[src/rtl/wb_pipe_stage_if.sv]
// Writeback pipe bundle: incoming RF write, outgoing RF write, forwarding lookups and occupancy.
// master drives the write/lookup side; slave is the pipe stage itself.
interface wb_pipe_stage_if #(
  parameter int DATA_W = 32,
  parameter int REG_W  = 5,
  parameter int DEPTH  = 1
);
  localparam int CNT_W = $clog2(DEPTH + 1);

  logic              stall;
  logic              flush;
  logic              writei;
  logic [DATA_W-1:0] wdatai;
  logic [REG_W-1:0]  rdreg;
  logic [DATA_W-1:0] wdatao;
  logic              writeo;
  logic [REG_W-1:0]  rdrego;
  logic [REG_W-1:0]  rs1;
  logic [REG_W-1:0]  rs2;
  logic              fwd1_hit;
  logic [DATA_W-1:0] fwd1_data;
  logic              fwd2_hit;
  logic [DATA_W-1:0] fwd2_data;
  logic [CNT_W-1:0]  inflight;

  modport master (
    output stall, flush, writei, wdatai, rdreg, rs1, rs2,
    input  wdatao, writeo, rdrego, fwd1_hit, fwd1_data, fwd2_hit, fwd2_data, inflight
  );

  modport slave (
    input  stall, flush, writei, wdatai, rdreg, rs1, rs2,
    output wdatao, writeo, rdrego, fwd1_hit, fwd1_data, fwd2_hit, fwd2_data, inflight
  );
endinterface

[src/rtl/wb_pipe_stage.sv]
// DEPTH-stage writeback register (latency DEPTH edges) with flush > stall > advance control,
// x0 suppression, occupancy count and youngest-first forwarding lookups; stall holds every stage.
module wb_pipe_stage #(
  parameter int DATA_W        = 32,
  parameter int REG_W         = 5,
  parameter int DEPTH         = 1,
  parameter int ZERO_SUPPRESS = 1
) (
  input logic            clk,
  input logic            rst,
  wb_pipe_stage_if.slave bus
);
  localparam int CNT_W = $clog2(DEPTH + 1);

  logic [DEPTH-1:0]  vld_q;
  logic [DEPTH-1:0]  vld_nxt;
  logic [REG_W-1:0]  rd_q  [DEPTH];
  logic [DATA_W-1:0] dat_q [DEPTH];
  logic [CNT_W-1:0]  cnt_q;
  logic [CNT_W-1:0]  cnt_nxt;
  logic              ins_vld;

  logic              f1_hit;
  logic [DATA_W-1:0] f1_data;
  logic              f2_hit;
  logic [DATA_W-1:0] f2_data;

  assign ins_vld = bus.writei && !((ZERO_SUPPRESS != 0) && (bus.rdreg == '0));

  // Occupancy after an advance, so the counter never lags the stage valids.
  always_comb begin
    vld_nxt    = '0;
    vld_nxt[0] = ins_vld;
    for (int i = 1; i < DEPTH; i++) begin
      vld_nxt[i] = vld_q[i-1];
    end
    cnt_nxt = '0;
    for (int i = 0; i < DEPTH; i++) begin
      cnt_nxt = cnt_nxt + CNT_W'(vld_nxt[i]);
    end
  end

  always_ff @(posedge clk or negedge rst) begin
    if (!rst) begin
      vld_q <= '0;
      cnt_q <= '0;
      for (int i = 0; i < DEPTH; i++) begin
        rd_q[i]  <= '0;
        dat_q[i] <= '0;
      end
    end else if (bus.flush) begin
      vld_q <= '0;
      cnt_q <= '0;
      for (int i = 0; i < DEPTH; i++) begin
        rd_q[i]  <= '0;
        dat_q[i] <= '0;
      end
    end else if (!bus.stall) begin
      vld_q    <= vld_nxt;
      cnt_q    <= cnt_nxt;
      rd_q[0]  <= ins_vld ? bus.rdreg  : '0;
      dat_q[0] <= ins_vld ? bus.wdatai : '0;
      for (int i = 1; i < DEPTH; i++) begin
        rd_q[i]  <= rd_q[i-1];
        dat_q[i] <= dat_q[i-1];
      end
    end
  end

  // Walk oldest to youngest so the lowest-index match is the one left standing.
  always_comb begin
    f1_hit  = 1'b0;
    f1_data = '0;
    f2_hit  = 1'b0;
    f2_data = '0;
    for (int i = DEPTH - 1; i >= 0; i--) begin
      if (vld_q[i] && (bus.rs1 != '0) && (rd_q[i] == bus.rs1)) begin
        f1_hit  = 1'b1;
        f1_data = dat_q[i];
      end
      if (vld_q[i] && (bus.rs2 != '0) && (rd_q[i] == bus.rs2)) begin
        f2_hit  = 1'b1;
        f2_data = dat_q[i];
      end
    end
  end

  assign bus.writeo    = vld_q[DEPTH-1];
  assign bus.wdatao    = dat_q[DEPTH-1];
  assign bus.rdrego    = rd_q[DEPTH-1];
  assign bus.inflight  = cnt_q;
  assign bus.fwd1_hit  = f1_hit;
  assign bus.fwd1_data = f1_data;
  assign bus.fwd2_hit  = f2_hit;
  assign bus.fwd2_data = f2_data;
endmodule

[src/flat_wrapper.sv]
// flat-port wrapper written by rule: the top's interface ports become plain ports
module wb_pipe_stage_flat 
#(
  parameter int DATA_W        = 32,
  parameter int REG_W         = 5,
  parameter int DEPTH         = 1,
  parameter int ZERO_SUPPRESS = 1
)
  (clk, rst, bus_stall, bus_flush, bus_writei, bus_wdatai, bus_rdreg, bus_rs1, bus_rs2, bus_wdatao, bus_writeo, bus_rdrego, bus_fwd1_hit, bus_fwd1_data, bus_fwd2_hit, bus_fwd2_data, bus_inflight);
  wb_pipe_stage_if #(.DATA_W(DATA_W), .REG_W(REG_W), .DEPTH(DEPTH)) bus_i ();
  input logic clk;
  input logic rst;
  input wire logic [$bits(bus_i.stall)-1:0] bus_stall;
  input wire logic [$bits(bus_i.flush)-1:0] bus_flush;
  input wire logic [$bits(bus_i.writei)-1:0] bus_writei;
  input wire logic [$bits(bus_i.wdatai)-1:0] bus_wdatai;
  input wire logic [$bits(bus_i.rdreg)-1:0] bus_rdreg;
  input wire logic [$bits(bus_i.rs1)-1:0] bus_rs1;
  input wire logic [$bits(bus_i.rs2)-1:0] bus_rs2;
  output wire logic [$bits(bus_i.wdatao)-1:0] bus_wdatao;
  output wire logic [$bits(bus_i.writeo)-1:0] bus_writeo;
  output wire logic [$bits(bus_i.rdrego)-1:0] bus_rdrego;
  output wire logic [$bits(bus_i.fwd1_hit)-1:0] bus_fwd1_hit;
  output wire logic [$bits(bus_i.fwd1_data)-1:0] bus_fwd1_data;
  output wire logic [$bits(bus_i.fwd2_hit)-1:0] bus_fwd2_hit;
  output wire logic [$bits(bus_i.fwd2_data)-1:0] bus_fwd2_data;
  output wire logic [$bits(bus_i.inflight)-1:0] bus_inflight;
  assign bus_i.stall = bus_stall;
  assign bus_i.flush = bus_flush;
  assign bus_i.writei = bus_writei;
  assign bus_i.wdatai = bus_wdatai;
  assign bus_i.rdreg = bus_rdreg;
  assign bus_i.rs1 = bus_rs1;
  assign bus_i.rs2 = bus_rs2;
  assign bus_wdatao = bus_i.wdatao;
  assign bus_writeo = bus_i.writeo;
  assign bus_rdrego = bus_i.rdrego;
  assign bus_fwd1_hit = bus_i.fwd1_hit;
  assign bus_fwd1_data = bus_i.fwd1_data;
  assign bus_fwd2_hit = bus_i.fwd2_hit;
  assign bus_fwd2_data = bus_i.fwd2_data;
  assign bus_inflight = bus_i.inflight;
  wb_pipe_stage #(.DATA_W(DATA_W), .REG_W(REG_W), .DEPTH(DEPTH), .ZERO_SUPPRESS(ZERO_SUPPRESS)) u_core (.clk(clk), .rst(rst), .bus(bus_i));
endmodule
[config.mk]
export PLATFORM = sky130hd
export DESIGN_NAME = wb_pipe_stage_flat
export DESIGN_NICKNAME = d
export VERILOG_FILES = /design/src/rtl/wb_pipe_stage_if.sv /design/src/rtl/wb_pipe_stage.sv /design/src/flat_wrapper.sv
export SDC_FILE = /design/constraint.sdc
export NUM_CORES = 1
export LEC_CHECK = 0
export ABC_AREA = 0
export CAP_MARGIN = 20
export CELL_PAD_IN_SITES_DETAIL_PLACEMENT = 0
export CELL_PAD_IN_SITES_GLOBAL_PLACEMENT = 1
export CORE_ASPECT_RATIO = 2
export CORE_MARGIN = 2
export CORE_UTILIZATION = 26
export CTS_BUF_LIST = sky130_fd_sc_hd__clkbuf_8
export DETAILED_ROUTE_END_ITERATION = 6
export PLACE_DENSITY = 0.82
export SYNTH_ARGS = -nofsm -noshare
export SYNTH_HDL_FRONTEND = slang
export SYNTH_SLANG_ARGS = --single-unit
[constraint.sdc]
create_clock -name clk -period 2.9 [get_ports clk]
set_input_delay 0.87 -clock clk [delete_from_list [all_inputs] [get_ports clk]]
set_output_delay 0.87 -clock clk [all_outputs]
set_load 0.05 [all_outputs]
==> results.md <==
* Status: finished, violations left
* Failing checks: setup timing
* Crit path kind: in2out
* First-pass GRT wire length at 17700 um
* Clock transition at the registers of the reported paths at 80 ps
* Data required, critical path at roughly 2000 ps
* Min-delay worst type: reg2reg
* Die height at 135 um
* RePlAce Congestion at a little under 0.9
* Crit-path slowest cell: or4_4
* Die W at about 70 um
* Buf/Inv on CP at 4
* Final setup vio count at 66
* Via density at approximately 5.5
* Most frequent cells in the layout: 79 x clkdlybuf4s50_1, 75 x buf_12, 59 x nor4b_4
* Post-synth top area cell: dfrtp_1
* Slew margin rel. at about a third
* Post-route DRC at 0
* Sink Count at 38
* CP top delay family: simple AND/OR/NAND/NOR gates
* Reg2Reg Depth at 1
* Max incr delay on CP at approximately 540 ps
* Leak at ~2.2 nW
* Cell Count, Final, Fillers Out at approximately 480
* #FFs+latches synth at 38
* Routed wire length at between 10000 and 15000 um
* Synth Area per Inst at 11.4 um2
* Hold depth at 1
* Commonest non-fill, non-tap cell in the layout: clkdlybuf4s50_1
* Final Max Tran Viols at 0
* Cell area after synthesis at between 2000 and 2500 um2
* Max-cap violations at 0
* Inserted Clock Buffers at 5
* Crit Path Max Fanout at 5
* CTS tree: done
* Async set or reset register ratio after synthesis at 100%
* Peak VDD IR at ~200 uV
* CTS Buffer Depth at 2
* H-tree depth at 2
* Crit path top cell by count: buf_6
* Sequential fraction of the synthesis area at between 40% and 50%
* Setup crit end kind: output port
* Worst setup margin at -239 ps
* Worst Hold Path EP: u_core.bus.wdatao[20]$_DFFE_PN0P_
* R2R Path Start: u_core.bus.rdrego[0]$_DFFE_PN0P_
* Vias at about 2.6k
* Drt wl/cell at approximately 25 um
* Synth Flop Type: dfrtp_1
* Fillers at approximately 490
* Root Driver: clkbuf_8
* Flop-to-flop setup slack at 1980 ps
* Upper clock frequency limit at between 0.3 and 0.4 GHz
* Initial Util at 26.9%
* Min cycle time layout at roughly 3100 ps
* Area share of the largest cell type after synthesis at around 43%
* Initial antenna violation count at 0
* Grt ovf at 0
* Vias in the first global route at 2929
* Final period util at 108%
* Arr. time, crit path at approximately 2300 ps
* DP Cell Count at 454
* CP Cell Sequence: buf_6 -> or4_4 -> a21oi_4 -> buf_6 -> clkbuf_16 -> nor4b_4 -> buf_12
* Final Skew at 0 ps
* Syn. warnings at 0
* Layout cells sized above 1 at between 50% and 60%
* Fin nets at between 400 and 500
* Layout area overhead at 183%
* Insertion delay to the later sink of the worst-skew pair at approximately 300 ps
* Fin. Hold Viols at 0
* Cts hold-fix bufs at 0
* FP Rows at 47
* Slew @ Worst Pin at 973 ps
* DP Area at 5710 um2
* Pwr dens at 247 nW/um2
* Routed Antenna Nets at 0
* TritonRoute pass-1 iters at 4
* IO Count at 157
* Mapped Cells at approximately 200
* Post-synth EDFFs at 0
* Largest net degree at the start of global routing at 39
* Cell variety after synth at 27
* Hold path start: u_core.bus.wdatao[20]$_DFFE_PN0P_
* Initial DRC Count at approximately 120
* Antenna cells at 0
* DIE AREA at roughly 9400 um2
* RSZ-0062 raised after global routing: true
* # port buffers at ~160
* Top post-synthesis cells by area: dfrtp_1 43%, nor4b_1 22%, a22o_1 13%, xnor2_1 3.1%, buf_6 2.5%
* CORE AREA at just over 8000 um2
* Worst setup SP type: input port
* GRT Total Usage at 24.7%
* Post-Syn Nets at between 200 and 250
* Fin area at approximately 6300 um2
* Dpl hpwl at about 8300 um
* Reg-to-Reg End: u_core.bus.rdrego[0]$_DFFE_PN0P_
## flip-flops by register name, summed over array words and instances (netlist names)
| signal | cells |
|---|---|
| u_core.bus.inflight | 1 |
| u_core.bus.rdrego | 5 |
| u_core.bus.wdatao | 32 |
## where the power goes
group | total, mW | leakage (nW) | internal, mW | switching, mW
Combinational | 0.505 | 1.63 | 0.230 | 0.276
Sequential | 0.582 | 0.518 | 0.549 | 0.0323
Clock | 0.475 | 0.0504 | 0.256 | 0.218
## layer usage
| metal | vias up | wire length, um | global-route usage (%) | part of all wire [%] |
|---|---|---|---|---|
| li1 | 1159 | - | - | - |
| met2 | 121 | 7220 | 49.1 | 61 |
| met3 | 32 | 465 | 3.43 | 3.9 |
| met4 | 0 | 537 | 12.7 | 4.5 |
| met1 | 1325 | 3590 | 23.9 | 30 |
| met5 | - | 0 | 0 | 0 |
## synthesized netlist by cell type, drive strengths merged, types with 2 or more instances
| library cell | count |
|---|---|
| nor4b | 59 |
| a22o | 37 |
| nor4 | 5 |
| nand3 | 2 |
| buf | 13 |
| nor3 | 2 |
| clkbuf | 12 |
| dfrtp | 38 |
| xnor2 | 9 |
| nand2 | 7 |
| or4 | 3 |
## stage by stage
step / hold WS (ps) / worst slack (ps) / TNS (ps) / utilization (%) / power (mW)
2_1_floorplan: 574 / -261 / -12990 / - / 0.853
3_3_place_gp: 541 / -592 / -35560 / 68.9 / 1.04
3_5_place_dp: 561 / -630 / -37070 / 68.9 / 1.05
4_1_cts: 583 / -236 / -11940 / 75.7 / 1.56
5_1_grt: 606 / -251 / -12690 / 76.2 / 1.62
6_report: 572 / -239 / -10970 / 76.2 / 1.56
## how the worst max path moves through the flow
| stage | from | end | slack (ps) | cells after the start |
|---|---|---|---|---|
| 6_report | bus_rs1[3] | bus_fwd1_data[17] | -240 | 7 |
| 5_1_grt | bus_rs1[3] | bus_fwd1_data[17] | -250 | 7 |
| 4_1_cts | bus_rs1[3] | bus_fwd1_data[27] | -240 | 8 |
| 3_5_place_dp | bus_rs1[1] | bus_fwd1_data[27] | -630 | 7 |
| 3_3_place_gp | bus_rs1[1] | bus_fwd1_data[27] | -590 | 7 |
| 2_1_floorplan | bus_rs2[0] | bus_fwd2_data[22] | -260 | 4 |
## cells by family after synthesis
kind of cell    Yosys count  synth area share (%)
xor+xnor                  9                  3.87
compound gates           40                  16.5
flops                    38                  42.6
simple gates             83                  30.1
buf+inv                  26                  6.95
## layout make-up
type | instances | area (um2) | share of cell area, %
Clock inverter | 3 | 45.0 | 0.713
Tap cell | 98 | 123 | 1.94
Sequential cell | 38 | 951 | 15.1
Multi-Input combinational cell | 132 | 2210 | 35.1
Inverter | 1 | 3.75 | 0.0594
Clock buffer | 5 | 68.8 | 1.09
Timing Repair Buffer | 202 | 2910 | 46.1
## what timing repair did
action / 4_1_cts / 5_1_grt
setup endpoints to repair: 66 / 66
resized for setup: 83 / 11
setup buffers: 11 / 1
pin swaps: 35 / 26
cloned: 7 / 2
(Power assumes the default switching activity.)
